**src/rtl/his_readout_fsm_pkg.sv**
```systemverilog
// his_readout_fsm_pkg: shared state encoding and default widths for the histogram readout block
package his_readout_fsm_pkg;
    localparam int PIXEL_NUM_PER_RAM = 3;
    localparam int NP = 4;
    localparam int CNT_W_DEF = 8;
    typedef enum logic [2:0] {S_IDLE, S_FETCH, S_CAPT, S_SEND, S_DONE} state_t;
endpackage

```
**src/rtl/his_readout_fsm_peak_tracker.sv**
```systemverilog
// peak_tracker: running maximum of one pixel's bin stream; ties keep the earliest bin
module peak_tracker #(
    parameter int BIN_AW = 4,
    parameter int CNT_W  = 8
) (
    input  logic              clk,
    input  logic              res,
    input  logic              i_clr,
    input  logic              i_cap,
    input  logic [BIN_AW-1:0] i_bin,
    input  logic [CNT_W-1:0]  i_cnt,
    output logic [BIN_AW-1:0] o_bin,
    output logic [CNT_W-1:0]  o_cnt
);
    logic [BIN_AW-1:0] r_bin;
    logic [CNT_W-1:0]  r_cnt;

    always_ff @(posedge clk) begin
        if (!res || i_clr) begin
            r_bin <= '0;
            r_cnt <= '0;
        end else if (i_cap && i_cnt > r_cnt) begin
            r_bin <= i_bin;
            r_cnt <= i_cnt;
        end
    end

    assign o_bin = r_bin;
    assign o_cnt = r_cnt;
endmodule

```
**src/rtl/his_readout_fsm.sv**
```systemverilog
// his_readout_fsm: streams histogram RAM bins as {pix,bin,cnt} beats, tracks the
// per-pixel peak bin and optionally zeroes each bin once it has been handed off.
module his_readout_fsm
    import his_readout_fsm_pkg::*;
#(
    parameter int PIX_NUM = PIXEL_NUM_PER_RAM,
    parameter int BIN_AW  = NP,
    parameter int CNT_W   = CNT_W_DEF,
    parameter int PIX_W   = 2
) (
    input  logic                      clk,
    input  logic                      res,
    input  logic                      start,
    input  logic                      clrAfterRd,
    output logic                      busy,
    output logic                      done,
    output logic                      rdEn,
    output logic [PIX_W+BIN_AW-1:0]   ramAddr,
    input  logic [CNT_W-1:0]          rdData,
    output logic                      wrEn,
    output logic [CNT_W-1:0]          wrData,
    output logic                      outValid,
    input  logic                      outReady,
    output logic [PIX_W-1:0]          outPix,
    output logic [BIN_AW-1:0]         outBin,
    output logic [CNT_W-1:0]          outCnt,
    output logic [PIX_NUM*BIN_AW-1:0] peakBin,
    output logic [PIX_NUM*CNT_W-1:0]  peakCnt,
    output logic                      peakValid
);
    state_t                    r_state;
    logic                      r_clr, r_busy, r_done, r_rdEn, r_outValid, r_peakValid;
    logic [PIX_W-1:0]          r_pix, r_outPix;
    logic [BIN_AW-1:0]         r_bin, r_outBin;
    logic [CNT_W-1:0]          r_outCnt;
    logic [PIX_NUM*BIN_AW-1:0] r_peakBin;
    logic [PIX_NUM*CNT_W-1:0]  r_peakCnt;
    logic                      w_hs, w_last_bin, w_last_pix, w_commit, w_trk_clr;
    logic [BIN_AW-1:0]         w_pk_bin;
    logic [CNT_W-1:0]          w_pk_cnt;

    assign w_hs       = (r_state == S_SEND) && outReady;
    assign w_last_bin = &r_bin;
    assign w_last_pix = r_pix == PIX_W'(PIX_NUM - 1);
    assign w_commit   = w_hs && w_last_bin;
    assign w_trk_clr  = w_commit || (r_state == S_IDLE && start);

    peak_tracker #(.BIN_AW(BIN_AW), .CNT_W(CNT_W)) u_peak (
        .clk   (clk),
        .res   (res),
        .i_clr (w_trk_clr),
        .i_cap (r_state == S_CAPT),
        .i_bin (r_bin),
        .i_cnt (rdData),
        .o_bin (w_pk_bin),
        .o_cnt (w_pk_cnt)
    );

    always_ff @(posedge clk) begin
        if (!res) begin
            r_state     <= S_IDLE;
            r_clr       <= 1'b0;
            r_busy      <= 1'b0;
            r_done      <= 1'b0;
            r_rdEn      <= 1'b0;
            r_outValid  <= 1'b0;
            r_peakValid <= 1'b0;
            r_pix       <= '0;
            r_bin       <= '0;
            r_outPix    <= '0;
            r_outBin    <= '0;
            r_outCnt    <= '0;
            r_peakBin   <= '0;
            r_peakCnt   <= '0;
        end else begin
            r_rdEn <= 1'b0;
            r_done <= 1'b0;
            case (r_state)
                S_IDLE: if (start) begin
                    r_state     <= S_FETCH;
                    r_pix       <= '0;
                    r_bin       <= '0;
                    r_clr       <= clrAfterRd;
                    r_peakValid <= 1'b0;
                    r_rdEn      <= 1'b1;
                    r_busy      <= 1'b1;
                end
                S_FETCH: r_state <= S_CAPT;
                S_CAPT: begin
                    r_outCnt   <= rdData;
                    r_outPix   <= r_pix;
                    r_outBin   <= r_bin;
                    r_outValid <= 1'b1;
                    r_state    <= S_SEND;
                end
                S_SEND: if (outReady) begin
                    r_outValid <= 1'b0;
                    // the tracker already holds this pixel's last bin from CAPT
                    for (int p = 0; p < PIX_NUM; p++)
                        if (w_last_bin && r_pix == PIX_W'(p)) begin
                            r_peakBin[p*BIN_AW +: BIN_AW] <= w_pk_bin;
                            r_peakCnt[p*CNT_W +: CNT_W]   <= w_pk_cnt;
                        end
                    if (w_last_bin && w_last_pix) begin
                        r_state     <= S_DONE;
                        r_done      <= 1'b1;
                        r_peakValid <= 1'b1;
                    end else begin
                        r_bin   <= r_bin + 1'b1;
                        r_pix   <= w_last_bin ? r_pix + 1'b1 : r_pix;
                        r_rdEn  <= 1'b1;
                        r_state <= S_FETCH;
                    end
                end
                S_DONE: begin
                    r_busy  <= 1'b0;
                    r_state <= S_IDLE;
                end
                default: r_state <= S_IDLE;
            endcase
        end
    end

    assign busy      = r_busy;
    assign done      = r_done;
    assign rdEn      = r_rdEn;
    assign ramAddr   = {r_pix, r_bin};
    assign wrEn      = w_hs && r_clr;
    assign wrData    = '0;
    assign outValid  = r_outValid;
    assign outPix    = r_outPix;
    assign outBin    = r_outBin;
    assign outCnt    = r_outCnt;
    assign peakBin   = r_peakBin;
    assign peakCnt   = r_peakCnt;
    assign peakValid = r_peakValid;
endmodule

```
**config.mk**
```make
export PLATFORM = sky130hd
export DESIGN_NAME = his_readout_fsm
export DESIGN_NICKNAME = d
export VERILOG_FILES = /design/src/rtl/his_readout_fsm_pkg.sv /design/src/rtl/his_readout_fsm_peak_tracker.sv /design/src/rtl/his_readout_fsm.sv
export SDC_FILE = /design/constraint.sdc
export NUM_CORES = 1
export LEC_CHECK = 0
export CORE_ASPECT_RATIO = 1.2
export CORE_UTILIZATION = 62
export CTS_BUF_LIST = sky130_fd_sc_hd__clkbuf_8 sky130_fd_sc_hd__clkbuf_16
export CTS_CLUSTER_DIAMETER = 150
export DETAILED_ROUTE_END_ITERATION = 8
export DONT_BUFFER_PORTS = 1
export PLACE_DENSITY = 0.83
export REMOVE_ABC_BUFFERS = 1
export SLEW_MARGIN = 20
export SYNTH_ARGS = -nofsm -noshare
export SYNTH_HDL_FRONTEND = slang
export SYNTH_SLANG_ARGS = --single-unit
```
**constraint.sdc**
```tcl
create_clock -name clk -period 2.2 [get_ports clk]
set_clock_uncertainty 0.15 [all_clocks]
set_input_delay 0.33 -clock clk [delete_from_list [all_inputs] [get_ports clk]]
set_output_delay 0.33 -clock clk [all_outputs]
set_load 0.01 [all_outputs]
```
==> Word-level counts from Yosys, hierarchy flattened <==
Cells that the tools add are included.
{ "word_totals": {"reg_bits": 77, "inputBits": 13, "wordCells": 88} }
{ "op_classes": {"add_sub_neg": 2, "n_lt_le_gt_ge": 1, "n_eq_ne": 11, "muxes": 26, "n_reduce_logical": 28} }
{ "op_table": {"columns": ["operator", "count"], "rows": [
  ["$mux W4", 3],
  ["$pmux W3 S4", 1],
  ["$reduce_and A3 Y1", 4],
  ["$reduce_and A4 Y1", 3],
  ["$mux W1", 9],
  ["$mux W3", 3],
  ["$gt A8 B8 Y1", 1],
  ["$logic_and A1 B1 Y1", 8],
  ["$mux W2", 4],
  ["$ne A2 B2 Y1 const B", 4],
  ["$pmux W1 S2", 4],
  ["$pmux W4 S2", 1],
  ["$reduce_and A2 Y1", 4],
  ["$eq A3 B2 Y1 const B", 2],
  ["$reduce_bool A2 Y1", 3],
  ["$reduce_and A5 Y1", 1],
  ["$add A4 B1 Y4 const B", 1],
  ["$pmux W2 S2", 1],
  ["$eq A3 B1 Y1 const B", 1],
  ["$eq A3 B3 Y1 const B", 1],
  ["$logic_not A3 Y1", 1],
  ["$add A2 B1 Y2 const B", 1],
  ["$eq A2 B1 Y1 const B", 1],
  ["$eq A2 B2 Y1 const B", 1],
  ["4 further kinds", 5]
]} }

==> Depth between registers and ports, before layout <==
{ "logic_depth": {"depth_word": 5, "ltp_mapped": 9, "depth_no_buf": 7} }

==> Cells and area by module <==
From an unflattened synthesis, not the netlist that was laid out.
{ "unflattened": {"hier_cells": 385, "hier_area_um2": 3463.3} }
{ "modules_own_cells": {"columns": ["mod", "n_inst", "cells_per_inst", "area_per_inst_um2"], "rows": [
  ["his_readout_fsm", 1, 302, 2733.9],
  ["peak_tracker", 1, 83, 729.4]
]} }

==> Worst setup path before layout <==
Ideal clock, no wire load.
{ "synth_timing": {"kind": "register to register", "from": "reg r_pix[0]", "to": "reg r_bin[3]", "t_arrival_ns": 1.667, "slack_ns": 0.263, "path_stages_with_launch": 9, "n_path_buf": 1, "synth_period_minus_slack_ns": 1.937, "path_cell_list": "dfxtp_1 -> inv_1 -> ha_1 -> clkbuf_1 -> nand4_1 -> a31o_2 -> nand4_1 -> xor2_1 -> nor2_1"} }
{ "synth_via": {"elab_chain_cells": 4} }
{ "synth_rtl": {"columns": ["element", "line_no", "source"], "rows": [
  ["from (decl)", "his_readout_fsm.sv:33", "logic [PIX_W-1:0] r_pix, r_outPix;"],
  ["from (signal assigned)", "his_readout_fsm.sv:110", "r_pix <= w_last_bin ? r_pix + 1'b1 : r_pix;"],
  ["$eq A2 B2 Y1", "his_readout_fsm.sv:44", "assign w_last_pix = r_pix == PIX_W'(PIX_NUM - 1);"],
  ["$logic_and A1 B1 Y1", "his_readout_fsm.sv:104", "if (w_last_bin && w_last_pix) begin"],
  ["$ne A2 B2 Y1 (no line)", null, null],
  ["$reduce_and A4 Y1 (no line)", null, null],
  ["to (signal assigned)", "his_readout_fsm.sv:109", "r_bin <= r_bin + 1'b1;"],
  ["to (decl)", "his_readout_fsm.sv:34", "logic [BIN_AW-1:0] r_bin, r_outBin;"]
]} }
Every way passes these cells.
A chain may end at the register's enable or synchronous reset.

==> Final worst setup path <==
{ "layout_timing": {"from": "reg u_peak.r_cnt[7] (netlist: u_peak.o_cnt[7])", "to": "reg u_peak.r_cnt[0] (netlist: u_peak.o_cnt[0])"} }
{ "layout_via": {"elab_chain_cells": 2} }
{ "layout_rtl": {"columns": ["element", "line_no", "source"], "rows": [
  ["from (decl)", "his_readout_fsm_peak_tracker.sv:16", "logic [CNT_W-1:0] r_cnt;"],
  ["from (signal assigned)", "his_readout_fsm_peak_tracker.sv:24", "r_cnt <= i_cnt;"],
  ["$gt A8 B8 Y1", "his_readout_fsm_peak_tracker.sv:22", "end else if (i_cap && i_cnt > r_cnt) begin"],
  ["$logic_and A1 B1 Y1", "his_readout_fsm_peak_tracker.sv:22", null]
]} }
Every way passes these cells.

==> results.txt <==
outcome = finished clean
Routed wire per std cell = 15.93 µm
chip height = 81.61 µm
worst-skew pair later-pin latency = 0.35 ns
Async S/R FF share, synth = 0%
total congestion overflow = 0
final RePlAce weighted congestion = 0.8307
area occupied by multi-input gates = 1509 µm²
synthesized area divided by synthesized cell count = 8.483 µm²
Crit. End Element = register
class of the most critical setup path = reg -> reg
share of post-route cells with drive strength above 1 = 10.95%
post-layout net count = 422
number of library cell types mapped by synthesis = 41
most frequent cells in the layout = 77 x sky130_fd_sc_hd__dfxtp_1, 67 x sky130_fd_sc_hd__nand2_1, 51 x sky130_fd_sc_hd__a21oi_1
ant diodes = 0
FF+latch count, synth = 77
Initial Util = 65.36%
max-slew violation count = 0
final core utilization = 72.70%
fill count = 389
starting DRC count in detailed routing = 204
global-route usage over all layers = 28.02%
maximum cell stage delay along the critical path = 0.39 ns
ports placed on the boundary = 83
Worst Tran Pin Value = 0.5175 ns
number of max-cap violations = 0
global-route wire length before repair = 11460 µm
mean number of vias per cell = 5.868
leading cell type in the layout, fill and taps excluded = sky130_fd_sc_hd__dfxtp_1
clock transition time at the flip-flop clock pins of the worst setup and hold paths = 0.07 ns
slowest CP cell = sky130_fd_sc_hd__o31a_2
number of cells produced by synthesis = 386
number of antenna violations at the first check in global routing = 0
warning count from the yosys run = 0
total setup violations reported at the end of the flow = 0
DRC Markers = 0
largest fanout on the critical path = 12
Peak Freq = 0.4894 GHz
detailed placer's ending HPWL = 4879 µm
Main synth FF type = sky130_fd_sc_hd__dfxtp_1
total iterations of the first detailed-routing run = 5
Worst VDD drop = 0.0005397 V
required time of the critical path = 2.32 ns
count of flip-flops with a built-in enable after synthesis = 0
total detailed-routing wirelength = 7358 µm
clock tree from TritonCTS = yes
classification of the worst-slack hold path = in -> reg
H-tree levels = 3
startpoint types = register
final-report hold violation count = 0
Site Rows = 28
total die area = 5577 µm²
Synth Cell Area = 3274 µm²
Horiz. Die Dim = 68.34 µm
relative max-transition margin = 65.50%
number of cells after detailed placement = 435
cell leakage power = 1.364 nW
port buffer count = 0
critical path cell sequence = inv_1 -> ha_1 -> nand2_1 -> o21ai_1 -> o31a_2 -> nand3_1 -> a21boi_0
total via count in the routed design = 2711
final period utilization = 92.88%
fin crit period = 2.043 ns
pin count of the biggest net entering global routing = 41
area growth from synthesis to layout = 11.23%
post-detailed-route count of antenna-violating nets = 0
Cell Count, Final, Fillers Out = 462
data arrival time of the worst path = 2.16 ns
Max Buffers Root-to-Sink = 2
total power density per cell area = 788.2 nW/µm²
clk sinks = 77
vias in the first global route = 2458
root buf cell = sky130_fd_sc_hd__clkbuf_8
sequential area share after synthesis = 47.08%
clock buffers created by TritonCTS = 9
Floorplan Core Area = 5010 µm²
Reg area = 1541 µm²
layout make-up:
type | count | area share [%]
clock inverter | 5 | 2.061
clock buffer | 11 | 4.157
multi-input combinational | 267 | 41.43
timing repair buffer | 28 | 6.527
inverter | 14 | 1.443
sequential | 77 | 42.32
tap | 60 | 2.061
Yosys cell counts, types with 2 or more instances:
library cell	number	area (µm²)
sky130_fd_sc_hd__a21boi_0	2	15.01
sky130_fd_sc_hd__nand3_1	43	215.2
sky130_fd_sc_hd__a21boi_1	10	75.07
sky130_fd_sc_hd__a211oi_1	2	15.01
sky130_fd_sc_hd__clkbuf_1	15	56.30
sky130_fd_sc_hd__and3_1	3	18.77
sky130_fd_sc_hd__nand2b_1	4	25.02
sky130_fd_sc_hd__nor3_1	2	10.01
sky130_fd_sc_hd__buf_6	4	45.04
sky130_fd_sc_hd__a21oi_1	51	255.2
sky130_fd_sc_hd__inv_1	14	52.55
sky130_fd_sc_hd__nand2_2	2	12.51
sky130_fd_sc_hd__nand2_1	67	251.5
sky130_fd_sc_hd__mux2i_1	8	80.08
sky130_fd_sc_hd__nor2_1	16	60.06
sky130_fd_sc_hd__buf_4	14	105.1
sky130_fd_sc_hd__xor2_1	3	26.28
sky130_fd_sc_hd__dfxtp_1	77	1541
sky130_fd_sc_hd__o21ai_0	13	65.06
sky130_fd_sc_hd__nand4_1	3	18.77
sky130_fd_sc_hd__ha_1	12	150.1
sky130_fd_sc_hd__buf_2	2	10.01
per-layer routing:
layer	vias to the layer above	wire length [µm]	GRT usage, %
met5	-	0	0
met4	0	136	12.71
met3	15	550	8.472
met2	111	3452	42.65
met1	1272	3218	36.00
li1	1313	-	-
worst max-delay path: cells and delay by family (launching register included):
| kind | cells | cell delay [ns] |
|---|---|---|
| compound gates | 3 | 0.93 |
| fa+ha+maj | 1 | 0.31 |
| buf+inv | 1 | 0.05 |
| flops | 1 | 0.33 |
| simple gates | 2 | 0.20 |
final timing paths:
kind / startpoint / end / slack [ns] / cells past startpoint
max: u_peak.o_cnt[7] / u_peak.o_cnt[0] / 0.16 / 7
min: res / r_state[0] / 0.03 / 2
max reg2reg: u_peak.o_cnt[7] / u_peak.o_cnt[0] / 0.16 / 7
min reg2reg: r_clr / r_clr / 0.34 / 2
kinds of logic after synthesis:
kind of cell             Yosys count  share of synthesized area, %
XOR/XNOR                           4                         1.070
flip-flops                        77                         47.08
AND/OR/NAND/NOR                  148                         21.40
buffers and inverters             49                         8.215
multiplexers                       8                         2.446
other                              1                        0.1145
adder cells (fa/ha/maj)           12                         4.585
AO/OA/AOI/OAI                     87                         15.09
stage by stage:
stage	hold slack, ns	TNS, ns	area, µm²	setup WS, ns	power (mW)
global placement	0.3153	-1.761	3287	-0.1585	1.664
global route	0.02919	-0.003180	3642	-0.003180	2.977
floorplan	0.3016	0	3084	0.1191	1.611
CTS	0.003645	0	3628	0.005045	2.874
finish	0.03167	0	3642	0.1566	2.871
detailed placement	0.3246	-2.324	3287	-0.2092	1.670
power breakdown:
group          leakage [nW]  internal, mW  total [mW]  switching (mW)
combinational         0.624        0.0839       0.222           0.138
sequential            0.622          1.42        1.45          0.0280
clock                 0.118         0.693        1.20           0.509
sequential cells by signal (all words and copies together) (netlist names), 3 cells and up:
register / count
peakCnt: 24
u_peak.o_bin: 4
r_state: 3
outCnt: 8
r_bin: 4
u_peak.o_cnt: 8
peakBin: 12
outBin: 4
timing repair:
item | in CTS | in global routing
setup endpoints to repair | 12 | 12
buffers inserted | 0 | 0
hold buffers | 11 | 0
hold endpoints to repair | 20 | 0
gates resized for setup | 1 | 3
cloned | 0 | 0
pin swaps | 0 | 1
Power figures use the tool's default switching activity.
